<file path="src/rtl/ice_uart_pkg.sv">
// Shared types and constants for the ice_uart 8N1 transceiver.
package ice_uart_pkg;

    typedef enum logic [1:0] {
        ST_IDLE,
        ST_START,
        ST_DATA,
        ST_STOP
    } uart_state_e;

    localparam int DATA_BITS = 8;
    localparam int MIN_DIV   = 2;
    localparam int DIV_W     = 16;

    // Divisors below MIN_DIV cannot give a distinct mid-bit sample point.
    function automatic logic [DIV_W-1:0] eff_div(input logic [DIV_W-1:0] d);
        return (d < DIV_W'(MIN_DIV)) ? DIV_W'(MIN_DIV) : d;
    endfunction

endpackage

</file>
<file path="src/rtl/ice_uart_if.sv">
// Serial and byte-handshake signals of ice_uart; the host side is master.
interface ice_uart_if;
    import ice_uart_pkg::*;

    logic [DIV_W-1:0]     baud_div;
    logic                 rx_in;
    logic                 rx_latch;
    logic [DATA_BITS-1:0] rx_data;
    logic                 tx_out;
    logic                 tx_latch;
    logic [DATA_BITS-1:0] tx_data;
    logic                 tx_empty;

    modport master (
        output baud_div, rx_in, tx_latch, tx_data,
        input  rx_latch, rx_data, tx_out, tx_empty
    );

    modport slave (
        input  baud_div, rx_in, tx_latch, tx_data,
        output rx_latch, rx_data, tx_out, tx_empty
    );

endinterface

</file>
<file path="src/rtl/ice_uart_bitcnt.sv">
// Bit-period down-counter: load starts a period of load_val cycles,
// expire is high in the last cycle of that period.
module ice_uart_bitcnt
    import ice_uart_pkg::*;
(
    input  logic             clk,
    input  logic             reset,
    input  logic             load,
    input  logic [DIV_W-1:0] load_val,
    output logic             expire
);

    logic [DIV_W-1:0] cnt_q, cnt_d;

    always_comb begin
        cnt_d = cnt_q;
        if (load)
            cnt_d = load_val - DIV_W'(1);
        else if (cnt_q != '0)
            cnt_d = cnt_q - DIV_W'(1);
    end

    always_ff @(posedge clk) begin
        if (reset) cnt_q <= '0;
        else       cnt_q <= cnt_d;
    end

    assign expire = (cnt_q == '0);

endmodule

</file>
<file path="src/rtl/ice_uart.sv">
// Full-duplex 8N1 UART with runtime bit period; TX and RX halves are
// independent FSMs, each timed by its own ice_uart_bitcnt.
module ice_uart
    import ice_uart_pkg::*;
(
    input logic       clk,
    input logic       reset,
    ice_uart_if.slave bus
);

    uart_state_e          tx_state_q, tx_state_d;
    logic [DATA_BITS-1:0] tx_sh_q, tx_sh_d;
    logic [2:0]           tx_idx_q, tx_idx_d;
    logic [DIV_W-1:0]     tx_div_q, tx_div_d, tx_load_val;
    logic                 tx_out_q, tx_out_d, tx_empty_q, tx_empty_d;
    logic                 tx_load, tx_expire;

    uart_state_e          rx_state_q, rx_state_d;
    logic [2:0]           rx_pipe_q, rx_pipe_d;
    logic [DATA_BITS-1:0] rx_sh_q, rx_sh_d, rx_data_q, rx_data_d;
    logic [2:0]           rx_idx_q, rx_idx_d;
    logic [DIV_W-1:0]     rx_div_q, rx_div_d, rx_load_val;
    logic                 rx_ferr_q, rx_ferr_d, rx_latch_q, rx_latch_d;
    logic                 rx_load, rx_expire, rx_bit, rx_fall;

    ice_uart_bitcnt u_tx_cnt (.clk(clk), .reset(reset), .load(tx_load),
                              .load_val(tx_load_val), .expire(tx_expire));
    ice_uart_bitcnt u_rx_cnt (.clk(clk), .reset(reset), .load(rx_load),
                              .load_val(rx_load_val), .expire(rx_expire));

    // Transmitter: the counter is reloaded on every state change.
    always_comb begin
        tx_state_d  = tx_state_q;
        tx_sh_d     = tx_sh_q;
        tx_idx_d    = tx_idx_q;
        tx_div_d    = tx_div_q;
        tx_out_d    = tx_out_q;
        tx_empty_d  = tx_empty_q;
        tx_load     = 1'b0;
        tx_load_val = tx_div_q;
        case (tx_state_q)
            ST_IDLE: if (bus.tx_latch) begin
                tx_state_d  = ST_START;
                tx_sh_d     = bus.tx_data;
                tx_div_d    = eff_div(bus.baud_div);
                tx_out_d    = 1'b0;
                tx_empty_d  = 1'b0;
                tx_load     = 1'b1;
                tx_load_val = tx_div_d;
            end
            ST_START: if (tx_expire) begin
                tx_state_d = ST_DATA;
                tx_idx_d   = '0;
                tx_out_d   = tx_sh_q[0];
                tx_sh_d    = tx_sh_q >> 1;
                tx_load    = 1'b1;
            end
            ST_DATA: if (tx_expire) begin
                tx_load = 1'b1;
                if (tx_idx_q == 3'(DATA_BITS - 1)) begin
                    tx_state_d = ST_STOP;
                    tx_out_d   = 1'b1;
                end else begin
                    tx_idx_d = tx_idx_q + 3'd1;
                    tx_out_d = tx_sh_q[0];
                    tx_sh_d  = tx_sh_q >> 1;
                end
            end
            ST_STOP: if (tx_expire) begin
                tx_state_d = ST_IDLE;
                tx_empty_d = 1'b1;
            end
            default: tx_state_d = ST_IDLE;
        endcase
    end

    // Receiver: rx_pipe_q[1:0] is the synchronizer, [2] the previous synced bit.
    always_comb begin
        rx_pipe_d   = {rx_pipe_q[1:0], bus.rx_in};
        rx_bit      = rx_pipe_q[1];
        rx_fall     = rx_pipe_q[2] & ~rx_pipe_q[1];
        rx_state_d  = rx_state_q;
        rx_sh_d     = rx_sh_q;
        rx_idx_d    = rx_idx_q;
        rx_div_d    = rx_div_q;
        rx_ferr_d   = rx_ferr_q;
        rx_data_d   = rx_data_q;
        rx_latch_d  = 1'b0;
        rx_load     = 1'b0;
        rx_load_val = rx_div_q;
        case (rx_state_q)
            ST_IDLE: if (rx_fall) begin
                rx_state_d  = ST_START;
                rx_div_d    = eff_div(bus.baud_div);
                rx_load     = 1'b1;
                rx_load_val = rx_div_d >> 1;
            end
            ST_START: if (rx_expire) begin
                if (rx_bit) begin
                    rx_state_d = ST_IDLE;
                end else begin
                    rx_state_d = ST_DATA;
                    rx_idx_d   = '0;
                    rx_load    = 1'b1;
                end
            end
            ST_DATA: if (rx_expire) begin
                rx_sh_d = {rx_bit, rx_sh_q[DATA_BITS-1:1]};
                rx_load = 1'b1;
                if (rx_idx_q == 3'(DATA_BITS - 1)) rx_state_d = ST_STOP;
                else                               rx_idx_d   = rx_idx_q + 3'd1;
            end
            ST_STOP: begin
                if (rx_ferr_q) begin
                    // Framing error: hold off until the line returns to idle.
                    if (rx_bit) begin
                        rx_state_d = ST_IDLE;
                        rx_ferr_d  = 1'b0;
                    end
                end else if (rx_expire) begin
                    if (rx_bit) begin
                        rx_state_d = ST_IDLE;
                        rx_data_d  = rx_sh_q;
                        rx_latch_d = 1'b1;
                    end else begin
                        rx_ferr_d = 1'b1;
                    end
                end
            end
            default: rx_state_d = ST_IDLE;
        endcase
    end

    always_ff @(posedge clk) begin
        if (reset) begin
            tx_state_q <= ST_IDLE;
            tx_out_q   <= 1'b1;
            tx_empty_q <= 1'b1;
            rx_state_q <= ST_IDLE;
            rx_pipe_q  <= 3'b111;
            rx_ferr_q  <= 1'b0;
            rx_latch_q <= 1'b0;
            rx_data_q  <= '0;
        end else begin
            tx_state_q <= tx_state_d;
            tx_out_q   <= tx_out_d;
            tx_empty_q <= tx_empty_d;
            rx_state_q <= rx_state_d;
            rx_pipe_q  <= rx_pipe_d;
            rx_ferr_q  <= rx_ferr_d;
            rx_latch_q <= rx_latch_d;
            rx_data_q  <= rx_data_d;
        end
    end

    always_ff @(posedge clk) begin
        tx_sh_q  <= tx_sh_d;
        tx_idx_q <= tx_idx_d;
        tx_div_q <= tx_div_d;
        rx_sh_q  <= rx_sh_d;
        rx_idx_q <= rx_idx_d;
        rx_div_q <= rx_div_d;
    end

    assign bus.tx_out   = tx_out_q;
    assign bus.tx_empty = tx_empty_q;
    assign bus.rx_latch = rx_latch_q;
    assign bus.rx_data  = rx_data_q;

endmodule

</file>
<file path="src/flat_wrapper.sv">
// flat-port wrapper written by rule: the top's interface ports become plain ports
module ice_uart_flat import ice_uart_pkg::*;
  (clk, reset, bus_baud_div, bus_rx_in, bus_tx_latch, bus_tx_data, bus_rx_latch, bus_rx_data, bus_tx_out, bus_tx_empty);
  ice_uart_if bus_i ();
  input logic clk;
  input logic reset;
  input wire logic [$bits(bus_i.baud_div)-1:0] bus_baud_div;
  input wire logic [$bits(bus_i.rx_in)-1:0] bus_rx_in;
  input wire logic [$bits(bus_i.tx_latch)-1:0] bus_tx_latch;
  input wire logic [$bits(bus_i.tx_data)-1:0] bus_tx_data;
  output wire logic [$bits(bus_i.rx_latch)-1:0] bus_rx_latch;
  output wire logic [$bits(bus_i.rx_data)-1:0] bus_rx_data;
  output wire logic [$bits(bus_i.tx_out)-1:0] bus_tx_out;
  output wire logic [$bits(bus_i.tx_empty)-1:0] bus_tx_empty;
  assign bus_i.baud_div = bus_baud_div;
  assign bus_i.rx_in = bus_rx_in;
  assign bus_i.tx_latch = bus_tx_latch;
  assign bus_i.tx_data = bus_tx_data;
  assign bus_rx_latch = bus_i.rx_latch;
  assign bus_rx_data = bus_i.rx_data;
  assign bus_tx_out = bus_i.tx_out;
  assign bus_tx_empty = bus_i.tx_empty;
  ice_uart u_core (.clk(clk), .reset(reset), .bus(bus_i));
endmodule
</file>
<file path="config.mk">
export PLATFORM = sky130hd
export DESIGN_NAME = ice_uart_flat
export DESIGN_NICKNAME = d
export VERILOG_FILES = /design/src/rtl/ice_uart_pkg.sv /design/src/rtl/ice_uart_if.sv /design/src/rtl/ice_uart_bitcnt.sv /design/src/rtl/ice_uart.sv /design/src/flat_wrapper.sv
export SDC_FILE = /design/constraint.sdc
export NUM_CORES = 1
export LEC_CHECK = 0
export BUFFER_PORTS_ARGS = -buffer_cell sky130_fd_sc_hd__buf_2
export CORE_MARGIN = 2
export CORE_UTILIZATION = 45
export DETAILED_ROUTE_END_ITERATION = 10
export GPL_ROUTABILITY_DRIVEN = 1
export GPL_TIMING_DRIVEN = 0
export PLACE_DENSITY = 0.58
export SLEW_MARGIN = 20
export SYNTH_ARGS = -nofsm -noshare
export SYNTH_HDL_FRONTEND = slang
export SYNTH_SLANG_ARGS = --single-unit
</file>
<file path="constraint.sdc">
create_clock -name clk -period 5.2 [get_ports clk]
set_clock_uncertainty 0.05 [all_clocks]
set_input_delay 0.26 -clock clk [delete_from_list [all_inputs] [get_ports clk]]
set_output_delay 0.26 -clock clk [all_outputs]
set_load 0.1 [all_outputs]
</file>
==> results of run 1 <==
==> how the worst max path moves through the flow <==
stage                                 to  slack, ns            startpoint  depth (start not counted)
2_1_floorplan  u_core.u_rx_cnt.cnt_q[14]       1.59  u_core.rx_state_q[0]                         14
3_3_place_gp   u_core.u_rx_cnt.cnt_q[14]       0.82  u_core.rx_state_q[0]                         14
3_5_place_dp   u_core.u_rx_cnt.cnt_q[14]       0.74  u_core.rx_state_q[0]                         14
4_1_cts        u_core.u_rx_cnt.cnt_q[14]       0.75  u_core.rx_state_q[0]                         14
5_1_grt        u_core.u_rx_cnt.cnt_q[14]       0.33  u_core.rx_state_q[0]                         14
6_report       u_core.u_rx_cnt.cnt_q[14]       0.78  u_core.rx_state_q[0]                         14
==> cell usage in the layout (no fill, tap or decap), drive strengths merged, types with 4 or more instances in the layout <==
master  count
inv        22
xor2        7
nand3       8
clkbuf     39
xnor2       8
a21oi      20
nand2      50
and2        9
a31oi       6
dfxtp      67
nor2       56
or4        11
and3        5
edfxtp     38
or2         8
mux2       27
nand3b      4
nor2b       5
mux2i      54
ha         16
o21ai      14
nand2b      8
a211oi     13
nor3       20
o31ai       5
buf        43
or3         5
nor4       13
==> layer usage <==
metal / routed length, um / vias to the layer above
met2: 6590 / 70
met4: 70 / 0
met3: 509 / 4
li1: - / 2221
met1: 6160 / 2133
met5: 0 / -
==> critical path, cell delays in order (launching register included) <==
cell and delay, ns:
sky130_fd_sc_hd__dfxtp_1 0.41, sky130_fd_sc_hd__inv_1 0.14, sky130_fd_sc_hd__ha_1 0.27, sky130_fd_sc_hd__nand3b_1 0.33, sky130_fd_sc_hd__clkbuf_1 0.48, sky130_fd_sc_hd__clkbuf_1 0.54, sky130_fd_sc_hd__inv_1 0.51, sky130_fd_sc_hd__nor2_1 0.19
sky130_fd_sc_hd__a211oi_1 0.08, sky130_fd_sc_hd__a21oi_1 0.18, sky130_fd_sc_hd__ha_1 0.22, sky130_fd_sc_hd__nor4bb_1 0.24, sky130_fd_sc_hd__mux2i_1 0.22, sky130_fd_sc_hd__o311ai_1 0.32, sky130_fd_sc_hd__o41ai_1 0.11
==> power breakdown <==
group	leakage [nW]	total, W	switching (W)	internal (W)
clock network	0.143	0.000670	0.000323	0.000347
logic	1.46	0.00167	0.00101	0.000663
registers	0.906	0.00127	0.000153	0.00111
==> registers in the layout, summed over array words and instances, names as in the netlist, named ones only <==
signal,flops
u_core.tx_div_q,16
u_core.rx_pipe_q,3
u_core.rx_sh_q,8
u_core.tx_state_q,2
u_core.rx_div_q,16
u_core.bus.rx_latch,1
u_core.rx_state_q,1
u_core.bus.tx_empty,1
u_core.bus.tx_out,1
u_core.bus.rx_data,8
u_core.u_rx_cnt.cnt_q,16
u_core.u_tx_cnt.cnt_q,16
u_core.tx_idx_q,3
u_core.tx_sh_q,8
u_core.rx_idx_q,3
u_core.rx_ferr_q,1
==> cells by family after synthesis <==
| group | count (synthesis) | synth area share, % |
|---|---|---|
| multiplexers | 81 | 14.9 |
| XOR/XNOR | 15 | 2.32 |
| adder cells (fa/ha/maj) | 16 | 3.53 |
| flip-flops | 105 | 43.8 |
| buffers and inverters | 54 | 3.86 |
| AND/OR/NAND/NOR | 213 | 19.4 |
| AO/OA/AOI/OAI | 96 | 12.2 |
==> metrics by stage <==
step | total power, W | utilization (%) | hold WS [ns] | cell area (um2) | setup WS [ns]
after floorplan | 0.00254 | - | 0.314 | 5670 | 1.59
after global placement | 0.00289 | 48.7 | 0.343 | 6060 | 0.817
after detailed placement | 0.00293 | 48.7 | 0.348 | 6060 | 0.738
after CTS | 0.00362 | 51.0 | 0.0489 | 6350 | 0.748
after global routing | 0.00385 | 51.0 | 0.0431 | 6350 | 0.333
final | 0.00360 | 51.0 | 0.0557 | 6350 | 0.782
==> layout make-up <==
class	instances	area (um2)	area share, %
multi-input combinational	421	2970	46.7
sequential	105	2480	39.1
clock buffer	11	243	3.82
tap	172	215	3.39
timing repair buffer	36	180	2.84
buffer	35	148	2.32
inverter	19	71.3	1.12
clock inverter	5	46.3	0.729
==> out/summary.md, run 1 <==
• completed — run status
• 4.60 ns — data arrival time of the critical path
• 9.77 um2 — synthesized area per cell
• 4302 — via count of the first global-routing pass
• 0 — Final Setup Violations
• 19 — crit-path max FO
• 45.5% — initial core utilization
• sky130_fd_sc_hd__dfxtp_1 — most used standard cell by instance count after synthesis
• 20 — maximum number of pins on one net before global-route repair
• flop — Crit. End Element
• reg -> reg — path type of the worst setup path
• u_core.rx_pipe_q[0] — hold worst-path end
• 105 — synthesized flop and latch total
• bus_rx_in — start point of the worst min-delay path
• u_core.u_rx_cnt.cnt_q[14] — Reg2Reg Capture Point
• sky130_fd_sc_hd__dfxtp_1 — commonest register cell after synthesis
• 0.839 ns — worst slew pin tran
• u_core.rx_state_q[0] — Critical R2R Launch
• in -> reg — path type of the worst min-delay path
• 10100 um — HPWL after detailed placement
• 804 — final cell count without fillers
• 5.51 — mean number of vias per cell
• 2.51 nW — Pleak
• 71 — Yosys cell types
• sky130_fd_sc_hd__clkbuf_16 — CTS root buffer
• 580 — gate count of the mapped netlist
• 0 — Final ANT Viol Nets
• 34.8% — GR met2 Demand/Resource
• 36 — port buffer count
• 4428 — total number of vias
• 38 — number of enable flip-flop cells after synthesis
• flop — critical path startpoint category
• 5670 um2 — total standard cell area after synthesis
• 0 — Remaining DRCs
• sky130_fd_sc_hd__dfxtp_1 — cell type with the highest aggregate area in the netlist
• 567 nW/um2 — P per Cell Area
• 0 — setup fix buffers added after clock tree synthesis
• 0 — number of max-slew violations in the final report
• 0% — fraction of synthesis flops using an asynchronous set or reset pin
• 338 — DRC violation total after the first TritonRoute iteration
• 0 — number of inserted diodes
• done — clock tree from TritonCTS
• 2 — Hold Path Stages
• 23.7% — share of Yosys cell area claimed by the top area cell type
• 9 — TritonCTS Buffers
• 15.3% — fraction of layout instances using a drive strength above 1
• 0 — antenna violations before repair
• 20.8% — global-route usage over all layers
• 5.38 ns — Critical Path RT
• 5 — total iterations of the first detailed-routing run
• 261 uV — worst supply voltage drop on vdd
• 4.42 ns — time the worst path needs with I/O delays and setup
• 12.1% — synthesis-to-finish area growth
• 13300 um — routed wire length
• 6.07% — met3 track utilization from global routing
• 0.35 ns — Worst-Skew Late Latency
• 26.4% — met1 demand-to-capacity share in global routing
• 0 — cells resized by post-CTS repair
• 116 um — die height
• 0 — CTS hold repair buffers
• 0 — number of hold violations in the final report
• 2 — maximum buffer depth of the clock tree
• 0.78 ns — worst reg-to-reg setup slack
• 3 — H-Tree Level Count
• sky130_fd_sc_hd__dfxtp_1 24%, sky130_fd_sc_hd__edfxtp_1 20%, sky130_fd_sc_hd__mux2i_1 9.5% — cell types with the largest area share after synthesis
• 39 — number of placed I/O pins
• 67 x sky130_fd_sc_hd__dfxtp_1, 55 x sky130_fd_sc_hd__nor2_1, 54 x sky130_fd_sc_hd__mux2i_1, 50 x sky130_fd_sc_hd__nand2_1, 38 x sky130_fd_sc_hd__edfxtp_1 — list of most frequent post-synthesis cells
• 21800 um — global-route wire length before repair
• 671 — nets
• 85.0% — Tcrit/Tclk final
• 41 — number of placement rows
• 116 um — die width
• 0.897 — routability-driven placement congestion ratio
• 12500 um2 — Placeable Area
• 226 MHz — maximum frequency from static timing analysis
• 43.8% — share of the yosys chip area belonging to registers
• no — RSZ-0062 raised after global routing
• 0 — Yosys Warn Count
• 0 ns — Setup TNS Final
• 43.8% — worst slew slack as a fraction of its limit
• 14 — Worst Reg2Reg Path Length in Cells
• 1191 — Filler Cells Inserted
• 16.6 um — average routed wire per standard cell
• 0 — max-cap violation count
• met2 — most used routing layer
• 105 — # clock sinks
• 13500 um2 — overall die area
• 0.08 ns — CTS clock-pin slew for the worst setup and hold paths
• 788 — placed cell count
• 624 — post-synthesis net count
• 0 — leftover overflow at the end of global routing
Note: power is estimated with default switching activity, not from simulation.
==> inputs of run 2 (changes only) <==
--- a/config.mk
+++ b/config.mk
@@ -5,13 +5,14 @@
 export SDC_FILE = /design/constraint.sdc
 export NUM_CORES = 1
 export LEC_CHECK = 0
+export ABC_AREA = 1
 export BUFFER_PORTS_ARGS = -buffer_cell sky130_fd_sc_hd__buf_2
 export CORE_MARGIN = 2
 export CORE_UTILIZATION = 45
 export DETAILED_ROUTE_END_ITERATION = 10
 export GPL_ROUTABILITY_DRIVEN = 1
 export GPL_TIMING_DRIVEN = 0
-export PLACE_DENSITY = 0.58
+export PLACE_DENSITY = 0.61
 export SLEW_MARGIN = 20
 export SYNTH_ARGS = -nofsm -noshare
 export SYNTH_HDL_FRONTEND = slang
==> constraint.sdc (replaced) <==
create_clock -name clk -period 3.6 [get_ports clk]
set_clock_uncertainty 0.05 [all_clocks]
set_input_delay 0.18 -clock clk [delete_from_list [all_inputs] [get_ports clk]]
set_output_delay 0.18 -clock clk [all_outputs]
set_load 0.1 [all_outputs]
==> run 2 against run 1 <==
Effect of this change:
- cell area is 1.8% higher
- area after synthesis is 1.0% higher
- register-to-register slack worse by 0.17 ns
- sequential cell count stayed put
- largest power group unchanged
==> out/summary.md, run 2 <==
• 0.677 ns — worst setup slack after placement, was 0.738 ns
• 0.61 ns — worst reg-to-reg setup slack, was 0.78 ns
• 3.77 ns — Critical Path RT, was 5.38 ns
• 24.2% — met1 demand-to-capacity share in global routing, was 26.4%
• inv_1 -> ha_1 -> buf_2 -> nand3_1 -> a21oi_1 -> nand2_1 -> nand2_1 -> ha_1 -> nand3_2 -> nor2_2 -> nand2_1 -> nor2_1 -> nand2_1 -> nand3_1 -> nor2_1 — cells traversed along the worst timing path, was inv_1 -> ha_1 -> nand3b_1 -> clkbuf_1 -> clkbuf_1 -> inv_1 -> nor2_1 -> a211oi_1 -> a21oi_1 -> ha_1 -> nor4bb_1 -> mux2i_1 -> o311ai_1 -> o41ai_1
• 12500 um — routed wire length, was 13300 um
• 43.3% — share of the yosys chip area belonging to registers, was 43.8%
• 40 — Yosys cell types, was 71
• 5730 um2 — total standard cell area after synthesis, was 5670 um2
• 41 — number of placement rows, unchanged
• sky130_fd_sc_hd__nand2_1 — most used standard cell by instance count after synthesis, was sky130_fd_sc_hd__dfxtp_1
• u_core.u_tx_cnt.cnt_q[10] — Reg2Reg Capture Point, was u_core.u_rx_cnt.cnt_q[14]
• 26 — maximum number of pins on one net before global-route repair, was 20
• 33.5% — GR met2 Demand/Resource, was 34.8%
• 453 uV — worst supply voltage drop on vdd, was 261 uV
• 807 — post-synthesis net count, was 624
• 9590 um — HPWL after detailed placement, was 10100 um
• 0 — Yosys Warn Count, unchanged
• in -> reg — path type of the worst min-delay path, unchanged
• 2.99 ns — time the worst path needs with I/O delays and setup, was 4.42 ns
• 856 — nets, was 671
• simple AND/OR/NAND/NOR gates — largest family of logic cells by synthesized area, unchanged
• 117 um — die width, was 116 um
• 2.92 nW — Pleak, was 2.51 nW
• 9 — TritonCTS Buffers, unchanged
• 220 x sky130_fd_sc_hd__nand2_1, 86 x sky130_fd_sc_hd__nor2_1, 76 x sky130_fd_sc_hd__inv_1, 67 x sky130_fd_sc_hd__dfxtp_1, 49 x sky130_fd_sc_hd__nand3_1 — leading cell types in the layout, fill and taps excluded, was 67 x sky130_fd_sc_hd__dfxtp_1, 55 x sky130_fd_sc_hd__nor2_1, 54 x sky130_fd_sc_hd__mux2i_1, 50 x sky130_fd_sc_hd__nand2_1, 40 x sky130_fd_sc_hd__buf_2
• 1238 — Filler Cells Inserted, was 1191
• u_core.rx_div_q[0] — hold worst-path end, was u_core.rx_pipe_q[0]
• 51.7% — end-of-flow core utilization, was 51.0%
• 0 — number of inserted diodes, unchanged
• 1.38% — multiplexer share of the synthesized area, was 14.9%
• 3 — Hold Path Stages, was 2
• reg -> reg — path type of the worst setup path, unchanged
• 4765 — total number of vias, was 4428
• no — RSZ-0062 raised after global routing, unchanged
• u_core.tx_state_q[0] — Critical R2R Launch, was u_core.rx_state_q[0]
• 5.41% — met3 track utilization from global routing, was 6.07%
• 13.0% — synthesis-to-finish area growth, was 12.1%
• 20900 um — global-route wire length before repair, was 21800 um
• 3 — H-Tree Level Count, unchanged
• 105 — synthesized flop and latch total, unchanged
• 879 nW/um2 — P per Cell Area, was 567 nW/um2
• 220 x sky130_fd_sc_hd__nand2_1, 86 x sky130_fd_sc_hd__nor2_1, 76 x sky130_fd_sc_hd__inv_1, 67 x sky130_fd_sc_hd__dfxtp_1, 49 x sky130_fd_sc_hd__nand3_1 — list of most frequent post-synthesis cells, was 67 x sky130_fd_sc_hd__dfxtp_1, 55 x sky130_fd_sc_hd__nor2_1, 54 x sky130_fd_sc_hd__mux2i_1, 50 x sky130_fd_sc_hd__nand2_1, 38 x sky130_fd_sc_hd__edfxtp_1
• 38 — number of enable flip-flop cells after synthesis, unchanged
• 2480 um2 — storage element area, unchanged
• 0% — fraction of synthesis flops using an asynchronous set or reset pin, unchanged
• 83.1% — Tcrit/Tclk final, was 85.0%
• 4 — total iterations of the first detailed-routing run, was 5
• 19.7% — global-route usage over all layers, was 20.8%
• 34.5% — Simple-Gate Fraction of Synth Area, was 19.4%
• 7.51 um2 — synthesized area per cell, was 9.77 um2
• 4476 — via count of the first global-routing pass, was 4302
• 37 — port buffer count, was 36
• sky130_fd_sc_hd__nand2_1 — cell repeated most along the worst path
• 0.738 ns — worst slew pin tran, was 0.839 ns
• 334 MHz — maximum frequency from static timing analysis, was 226 MHz
• 0.07 ns — CTS clock-pin slew for the worst setup and hold paths, was 0.08 ns
• 12.6 um — average routed wire per standard cell, was 16.6 um
• 1 — CTS hold repair buffers, was 0
• 45.8% — initial core utilization, was 45.5%
• 0 — cells resized by post-CTS repair, unchanged
• sky130_fd_sc_hd__dfxtp_1 — commonest register cell after synthesis, unchanged
• 0 — leftover overflow at the end of global routing, unchanged
• flop — Crit. End Element, unchanged
• 39 — number of placed I/O pins, unchanged
• 2730 um2 — footprint of the multi-input gates, was 2970 um2
• 12500 um2 — Placeable Area, about the same
• 117 um — die height, was 116 um
• done — clock tree from TritonCTS, unchanged
• 50.8% — worst slew slack as a fraction of its limit, was 43.8%
• 15.9% — fraction of layout instances using a drive strength above 1, was 15.3%
• flop — critical path startpoint category, unchanged
• 0.41 ns — delay of the slowest cell on the worst path, was 0.54 ns
• 0.459% — share of the synthesized netlist area taken by xor and xnor gates, was 2.32%
• sky130_fd_sc_hd__clkbuf_16 — CTS root buffer, unchanged
• 0 — number of max-slew violations in the final report, unchanged
• 0 — number of hold violations in the final report, unchanged
• 0 — Final Setup Violations, unchanged
• sky130_fd_sc_hd__nand2_1 — most common library cell in the layout ignoring fill and taps, was sky130_fd_sc_hd__dfxtp_1
• 0 — Remaining DRCs, unchanged
• met2 — most used routing layer, unchanged
• 7.86% — Synth Area in Compound Gates, was 12.2%
• 4.82 — mean number of vias per cell, was 5.51
• u_core.tx_state_q[0] — Crit. Startpoint, was u_core.rx_state_q[0]
• 0 ns — Setup TNS Final, unchanged
• 3.16 ns — data arrival time of the critical path, was 4.60 ns
• 3.49% — adder and majority gate portion of the synthesized area, was 3.53%
• 265 — DRC violation total after the first TritonRoute iteration, was 338
• 13600 um2 — overall die area, was 13500 um2
• sky130_fd_sc_hd__dfxtp_1 23%, sky130_fd_sc_hd__edfxtp_1 20%, sky130_fd_sc_hd__nand2_1 14% — cell types with the largest area share after synthesis, was sky130_fd_sc_hd__dfxtp_1 24%, sky130_fd_sc_hd__edfxtp_1 20%, sky130_fd_sc_hd__mux2i_1 9.5%
• 10 — crit-path max FO, was 19
• 105 — # clock sinks, unchanged
• 0 — antenna violations before repair, unchanged
• 0 — setup fix buffers added after clock tree synthesis, unchanged
• sky130_fd_sc_hd__a21oi_1 — slowest cell on the critical path, was sky130_fd_sc_hd__clkbuf_1
• completed — run status, unchanged
• 23.4% — share of Yosys cell area claimed by the top area cell type, was 23.7%
• 0.607 ns — setup slack of the critical path after layout, was 0.782 ns
• 0 — max-cap violation count, unchanged
• bus_baud_div[0] — start point of the worst min-delay path, was bus_rx_in
• 2 — maximum buffer depth of the clock tree, unchanged
• 0.901 — routability-driven placement congestion ratio, was 0.897
• 0 — Final ANT Viol Nets, unchanged
• 15 — Worst Reg2Reg Path Length in Cells, was 14
• sky130_fd_sc_hd__dfxtp_1 — cell type with the highest aggregate area in the netlist, unchanged
• 0.35 ns — Worst-Skew Late Latency, about the same
• 763 — gate count of the mapped netlist, was 580
run 2: changes by cell type after synthesis, moves of 15 or more:
| cell | previous run | this run |
|---|---|---|
| sky130_fd_sc_hd__inv_1 | 19 | 76 |
| sky130_fd_sc_hd__mux2_2 | 22 | 7 |
| sky130_fd_sc_hd__mux2i_1 | 54 | 0 |
| sky130_fd_sc_hd__nand2_1 | 50 | 220 |
| sky130_fd_sc_hd__nand2_2 | 0 | 17 |
| sky130_fd_sc_hd__nand3_1 | 8 | 49 |
| sky130_fd_sc_hd__nor2_1 | 55 | 86 |
| sky130_fd_sc_hd__o21ai_0 | 9 | 32 |
run 2: per-layer routing:
metal  share of wire [%]  vias to the layer above
met3                 3.6                       17
met2                  49                       83
met1                  46                     2140
met5                   0                        -
met4                 2.0                        0
li1                    -                     2525
run 2: area by class of cell:
class,instances,share of cell area [%]
plain buffers,35,2.84
clock buffers,12,3.98
clock inverters,4,1.14
inverters,86,5.07
multi-input cells,537,42.3
flip-flops and latches,105,38.4
well taps,172,3.33
repair buffers,38,3.02
run 2: power by group:
part | leakage (nW) | switching [W] | total (W) | internal (W)
combinational | 1.85 | 0.00189 | 0.00284 | 0.000952
sequential | 0.905 | 0.000150 | 0.00176 | 0.00161
clock | 0.162 | 0.000430 | 0.00108 | 0.000653
run 2: worst max path at each step:
stage,endpoint,slack [ns],depth (start not counted)
2_1_floorplan,u_core.u_tx_cnt.cnt_q[10],1.18,16
3_3_place_gp,u_core.u_tx_cnt.cnt_q[10],0.71,15
3_5_place_dp,u_core.u_tx_cnt.cnt_q[10],0.68,15
4_1_cts,u_core.u_tx_cnt.cnt_q[10],0.59,15
5_1_grt,u_core.u_tx_cnt.cnt_q[10],0.24,15
6_report,u_core.u_tx_cnt.cnt_q[10],0.61,15
run 2: cell families after synthesis:
logic type	after synthesis
and+or+nand+nor	430
AOI/OAI and AO/OA	81
DFF	105
xor gates and xnor gates	3
muxes	7
buffers and inverters	121
adders and majority gates	16
run 2: critical path, delay by kind of cell (launching register included):
family / cells / cell delay (ns)
and+or+nand+nor: 10 / 1.22
buffers and inverters: 2 / 0.31
DFF: 1 / 0.38
adders and majority gates: 2 / 0.48
AOI/OAI and AO/OA: 1 / 0.41
run 2: stage by stage:
step | power [W] | cells | cell area [um2] | hold slack [ns]
after global placement | 0.00454 | 972 | 6130 | 0.329
after detailed placement | 0.00461 | 972 | 6130 | 0.330
final | 0.00569 | 989 | 6470 | 0.0670
after floorplan | 0.00402 | 763 | 5730 | 0.234
after CTS | 0.00572 | 989 | 6470 | 0.0481
after global routing | 0.00621 | 989 | 6470 | 0.0496
